==> config.mk <==
export PLATFORM = sky130hd
export DESIGN_NAME = io_trace_capture
export DESIGN_NICKNAME = d
export VERILOG_FILES = /design/src/rtl/io_trace_capture.sv
export SDC_FILE = /design/constraint.sdc
export NUM_CORES = 1
export LEC_CHECK = 0
export ABC_CLOCK_PERIOD_IN_PS = 5200
export CAP_MARGIN = 30
export CORE_MARGIN = 10
export CORE_UTILIZATION = 61
export CTS_BUF_LIST = sky130_fd_sc_hd__clkbuf_2
export CTS_CLUSTER_SIZE = 25
export DETAILED_ROUTE_END_ITERATION = 8
export GPL_ROUTABILITY_DRIVEN = 1
export PLACE_DENSITY_LB_ADDON = 0.3
export SLEW_MARGIN = 30
export SYNTH_ARGS = -nofsm -noshare
export SYNTH_HDL_FRONTEND = slang
export SYNTH_SLANG_ARGS = --single-unit
==> constraint.sdc <==
create_clock -name clock -period 5.2 [get_ports clock]
set_input_delay 1.04 -clock clock [delete_from_list [all_inputs] [get_ports clock]]
set_output_delay 1.04 -clock clock [all_outputs]
set_load 0.05 [all_outputs]
==> src/rtl/io_trace_capture.sv <==
// IO write trace capture beside the Reduceron core: FWFT trace FIFO, GC statistics,
// result latch and watchdog. Define IO_TRACE_TIMESTAMP_EN to store per-entry cycle timestamps.
module io_trace_capture #(
    parameter int unsigned ADDR_W  = 15,
    parameter int unsigned DATA_W  = 15,
    parameter int unsigned DEPTH   = 16,
    parameter int unsigned RES_W   = 18,
    parameter int unsigned TAG_W   = 3,
    parameter int unsigned TS_W    = 32,
    parameter int unsigned TIMEOUT = 0
) (
    input  logic                   clock,
    input  logic                   reset,
    input  logic                   iowrite,
    input  logic [ADDR_W-1:0]      ioaddr,
    input  logic [DATA_W-1:0]      iowd,
    input  logic                   gc,
    input  logic                   finish,
    input  logic [RES_W-1:0]       r,
    output logic                   out_valid,
    input  logic                   out_ready,
    output logic [ADDR_W-1:0]      out_addr,
    output logic [DATA_W-1:0]      out_data,
`ifdef IO_TRACE_TIMESTAMP_EN
    output logic [TS_W-1:0]        out_time,
`endif
    output logic                   overflow,
    output logic [15:0]            drop_count,
    output logic [15:0]            gc_count,
    output logic [TS_W-1:0]        gc_cycles,
    output logic                   done,
    output logic [RES_W-TAG_W-1:0] value,
    output logic                   timeout
);

    localparam int unsigned AW = $clog2(DEPTH);
`ifdef IO_TRACE_TIMESTAMP_EN
    localparam bit          TS_EN = 1'b1;
    localparam int unsigned EW    = ADDR_W + DATA_W + TS_W;
`else
    localparam bit          TS_EN = 1'b0;
    localparam int unsigned EW    = ADDR_W + DATA_W;
`endif
    localparam bit              CNT_EN  = TS_EN || (TIMEOUT != 0);
    localparam logic [TS_W-1:0] WD_LAST = TS_W'(TIMEOUT - 1);

    logic [TS_W-1:0] w_cnt;

    // Free-running cycle counter, only built when a timestamp or watchdog needs it
    generate
        if (CNT_EN) begin : g_cnt
            logic [TS_W-1:0] r_cnt;
            always_ff @(posedge clock) begin
                if (reset) begin
                    r_cnt <= '0;
                end else begin
                    r_cnt <= r_cnt + 1'b1;
                end
            end
            assign w_cnt = r_cnt;
        end else begin : g_no_cnt
            assign w_cnt = '0;
        end
    endgenerate

    logic [EW-1:0] r_mem [DEPTH];
    logic [AW:0]   r_wptr;
    logic [AW:0]   r_rptr;
    logic          w_empty;
    logic          w_full;
    logic          w_wr_req;
    logic          w_pop;
    logic          w_push;
    logic          w_drop;
    logic [EW-1:0] w_entry;
    logic [EW-1:0] w_head;

    logic                   r_done;
    logic [RES_W-TAG_W-1:0] r_value;
    logic                   r_timeout;
    logic                   r_overflow;
    logic [15:0]            r_drop;
    logic                   r_gc_q;
    logic [15:0]            r_gc_count;
    logic [TS_W-1:0]        r_gc_cycles;
    logic                   w_wd_hit;
    logic                   w_unused_tag;

    assign w_empty  = (r_wptr == r_rptr);
    assign w_full   = (r_wptr[AW] != r_rptr[AW]) && (r_wptr[AW-1:0] == r_rptr[AW-1:0]);
    assign w_wr_req = iowrite && !r_done;
    assign w_pop    = !w_empty && out_ready;
    // A full FIFO still accepts a write when the head leaves in the same cycle
    assign w_push   = w_wr_req && (!w_full || w_pop);
    assign w_drop   = w_wr_req && !w_push;

`ifdef IO_TRACE_TIMESTAMP_EN
    assign w_entry = {ioaddr, iowd, w_cnt};
`else
    assign w_entry = {ioaddr, iowd};
`endif

    always_ff @(posedge clock) begin
        if (w_push) begin
            r_mem[r_wptr[AW-1:0]] <= w_entry;
        end
    end

    always_ff @(posedge clock) begin
        if (reset) begin
            r_wptr <= '0;
            r_rptr <= '0;
        end else begin
            if (w_push) begin
                r_wptr <= r_wptr + 1'b1;
            end
            if (w_pop) begin
                r_rptr <= r_rptr + 1'b1;
            end
        end
    end

    assign w_head    = w_empty ? '0 : r_mem[r_rptr[AW-1:0]];
    assign out_valid = !w_empty;
    assign out_addr  = w_head[EW-1 -: ADDR_W];
    assign out_data  = w_head[EW-ADDR_W-1 -: DATA_W];
`ifdef IO_TRACE_TIMESTAMP_EN
    assign out_time  = w_head[TS_W-1:0];
`endif

    always_ff @(posedge clock) begin
        if (reset) begin
            r_overflow <= 1'b0;
            r_drop     <= '0;
        end else if (w_drop) begin
            r_overflow <= 1'b1;
            if (r_drop != 16'hFFFF) begin
                r_drop <= r_drop + 1'b1;
            end
        end
    end

    always_ff @(posedge clock) begin
        if (reset) begin
            r_gc_q      <= 1'b0;
            r_gc_count  <= '0;
            r_gc_cycles <= '0;
        end else begin
            r_gc_q <= gc;
            if (r_gc_q && !gc) begin
                r_gc_count <= r_gc_count + 1'b1;
            end
            if (gc && (r_gc_cycles != '1)) begin
                r_gc_cycles <= r_gc_cycles + 1'b1;
            end
        end
    end

    assign w_unused_tag = ^r[TAG_W-1:0];

    always_ff @(posedge clock) begin
        if (reset) begin
            r_done  <= 1'b0;
            r_value <= '0;
        end else if (finish && !r_done) begin
            r_done  <= 1'b1;
            r_value <= r[RES_W-1:TAG_W];
        end
    end

    // A finish arriving on the expiry cycle takes priority over the watchdog
    assign w_wd_hit = (TIMEOUT != 0) && !r_done && (w_cnt == WD_LAST);

    always_ff @(posedge clock) begin
        if (reset) begin
            r_timeout <= 1'b0;
        end else if (w_wd_hit && !finish) begin
            r_timeout <= 1'b1;
        end
    end

    assign overflow   = r_overflow;
    assign drop_count = r_drop;
    assign gc_count   = r_gc_count;
    assign gc_cycles  = r_gc_cycles;
    assign done       = r_done;
    assign value      = r_value;
    assign timeout    = r_timeout;

endmodule

==> key figures, run 1 <==
Drt
  – Final WL: between 40 and 50 mm
  – Avg Vias per Cell: approximately 6.1
  – Drt first pass iters: 6
  – Post-route ant nets: 0
  – DRT iter0 DRCs: ~1300
  – DRC viols: 0
  – WL per Instance: between 20 and 25 um
  – Detailed-route via count: between 10000 and 15000

Timing
  – Worst slew pin tran: 0.919 ns
  – # setup viols final: 0
  – Final Hold Fails: 0
  – Post-layout min period: 4.97 ns
  – RSZ-0062 raised after global routing: false
  – Slew Limit Fails: 0
  – TNS Setup: 0 ns
  – Clock skew: approximately 0.057 ns
  – Period utilization: between 90% and 100%
  – Slew headroom: about two fifths
  – Fmax: slightly above 0.2 GHz

Worst setup path
  – CP Data Arrival Time: approximately 3.9 ns
  – Reg-to-reg endpoint: r_mem[14][1]
  – CP endpoint kind: output port
  – Worst r2r src: r_wptr[3]
  – R2r setup slk: about 1.9 ns
  – Req. time, crit path: about 4.2 ns
  – Crit path max fanout: 36
  – Setup crit start kind: register
  – CP Class: reg -> out
  – R2R depth: 7

Global route
  – Initial antenna violation count: 4
  – Number of global-route vias before repair: 13249
  – Largest net degree at the start of global routing: 81
  – GRT Total Usage: between 20% and 30%
  – GRT overflow: 0
  – Global-route wire length before repair: 75.8 mm

Synthesis
  – Mapped cell area: 22600 um2
  – Synthesis Warnings: 0
  – Netlist cell types: 43
  – Seq cells post-synth: between 500 and 600
  – Most common cell in the netlist: edfxtp_1
  – Synth area leader: edfxtp_1
  – Commonest register cell after synthesis: edfxtp_1
  – Synth Instances: roughly 1200
  – Synth top area cells: edfxtp_1 64%, mux4_2 15%, dfxtp_1 8.5%, a21oi_1 1.1%, nor2_1 1.1%
  – Async S/R FF share, synth: 0%
  – Avg Cell Area, Syn: ~18 um2
  – Post-synth EDFFs: 480
  – Synth top area share: 63.8%
  – Net Count, Synth: 1292
  – Commonest cells post-synth: 480 x edfxtp_1, 150 x mux4_2, 96 x dfxtp_1
  – Post-synthesis sequential area ratio: ~72%

Floorplanning
  – Initial Utilization: between 60 and 70%
  – Site Rows: 70
  – Die ar.: about 45000 um2
  – Die width: around 210 um
  – Die H: ~210 um
  – I/O pin total: ~170
  – Core area: between 30000 and 40000 um2

Min path
  – Worst hold start: value[0]
  – Min-Delay Endpoint: value[0]
  – HP Class: reg -> reg
  – Hold path depth: 2

Run
  – Total of max-cap violations: 0

Power
  – Pwr/cell area: approximately 360 nW/um2
  – Static Leak: ~8.4 nW
  – Power Total: 9.33 mW
  – Peak supply drop: 0.000195 V

Clock tree
  – CTS hold repair buffers: 0
  – H-tree depth: 4
  – CTS Buffer Depth: 3
  – Cts bufs inserted: 140
  – Clk_lat worst skew: between 1 and 1.5 ns
  – CTS tree: done
  – Clock-pin slew on the worst setup and hold paths: approximately 0.10 ns
  – CTS root buf: clkbuf_2
  – Clock sink count: ~580

Layout
  – Fin nets: 1564
  – # fillers: between 2000 and 2500
  – Layout cells sized above 1: between 20% and 30%
  – Synth-to-Final Area Change: 16.2%

Outcome
  – Status: finished, final reports clean

Placed design
  – GP Congestion: about 0.80
  – Port buffer count: about 160
  – Dpl hpwl: about 28 mm
[worst max-delay path: stages, from the launching register on]
cell and delay [ns]:
dfxtp_4 0.56, buf_12 0.35, mux4_2 0.56, mux4_2 0.47, and2_1 0.17, clkdlybuf4s50_1 0.78
[timing repair]
item / 4_1_cts / 5_1_grt
resized for setup: 0 / 0
endpoints found under the setup margin: 6 / 0
setup buffers: 1 / 0
[kinds of logic (layout without fill, tap and decap cells)]
group,count (synthesis),after routing,synth area share [%]
buffers and inverters,74,448,1.32
and+or+nand+nor,285,285,6.67
other,1,4,0.0166
muxes,161,161,15.5
AOI/OAI and AO/OA,86,86,2.22
xor gates and xnor gates,39,39,1.51
DFF,576,576,72.3
adders and majority gates,8,8,0.443
[placed cells by master (no fill, tap or decap), types with 10 or more instances in the layout]
cell type,n
xor2_1,17
nand2_1,58
dfxtp_1,92
or4_1,12
and2_1,33
o31ai_1,13
nand3_1,22
a21oi_1,50
edfxtp_1,480
nor2_1,55
or3_1,11
o21ai_0,10
mux4_2,150
clkdlybuf4s50_1,161
clkbuf_2,209
xnor2_1,22
buf_4,25
nor2_4,11
nand4_1,25
clkinv_1,25
and4_1,10
[power breakdown]
part           leakage (nW)  switching, mW  internal, mW
sequential             5.11         0.0490          5.04
combinational          2.33          0.772         0.631
clock                 0.969           1.67          1.16
total                  8.41           2.49          6.83
[cell type report]
cell class	instances	area [um2]	share of cell area [%]
clock inverter	35	188	0.715
clock buffer	209	1050	3.99
tap	468	586	2.23
multi-input combinational	580	6070	23.1
inverter	9	33.8	0.129
timing repair buffer	195	1960	7.47
sequential	576	16300	62.3
antenna	3	7.51	0.0286
[per-stage QoR]
stage          area [um2]  hold slack, ns  setup slack [ns]  cells  util, %
3_3_place_gp        25000           0.443              1.11   1827     68.2
3_5_place_dp        25000           0.449              1.09   1827     68.2
2_1_floorplan       22600           0.505             0.998   1230        -
6_report            26200           0.460             0.235   2075     71.7
4_1_cts             26200           0.381             0.106   2072     71.6
5_1_grt             26200           0.433            0.0484   2074     71.7
[state kept, by name, summed over array words and instances (netlist names), named ones only]
register,cells
drop_count,16
r_gc_q,1
value,15
done,1
gc_count,16
r_wptr,5
r_mem,480
overflow,1
r_rptr,5
gc_cycles,32
[how the worst max path moves through the flow]
stage	start	end	slack, ns
6_report	register	out_addr[3]	0.23
5_1_grt	register	out_addr[3]	0.05
4_1_cts	register	out_addr[3]	0.11
3_5_place_dp	register	out_data[14]	1.09
3_3_place_gp	register	out_addr[6]	1.11
2_1_floorplan	out_ready	r_mem[3][0]	1.0
[metal layers]
layer,up-vias,global-route usage (%),part of all wire [%]
li1,5596,-,-
met1,6368,29.1,39
met2,548,35.3,50
met3,69,6.38,8.9
met4,4,7.80,1.7
met5,-,0,0.053
Note: power is estimated with default switching activity, not from simulation.
==> inputs of run 2 (changes only) <==
Settings changed: ABC_AREA set to 0, HOLD_SLACK_MARGIN set to 0.08.
==> results of run 2 <==
No change in the layout: final DEF, timing and power equal those of run 1.
==> inputs of run 3 (changes only) <==
Settings changed: ABC_AREA 0 to not set, GPL_ROUTABILITY_DRIVEN 1 to not set.
==> results of run 3 <==
No change in the layout: final DEF, timing and power equal those of run 1.
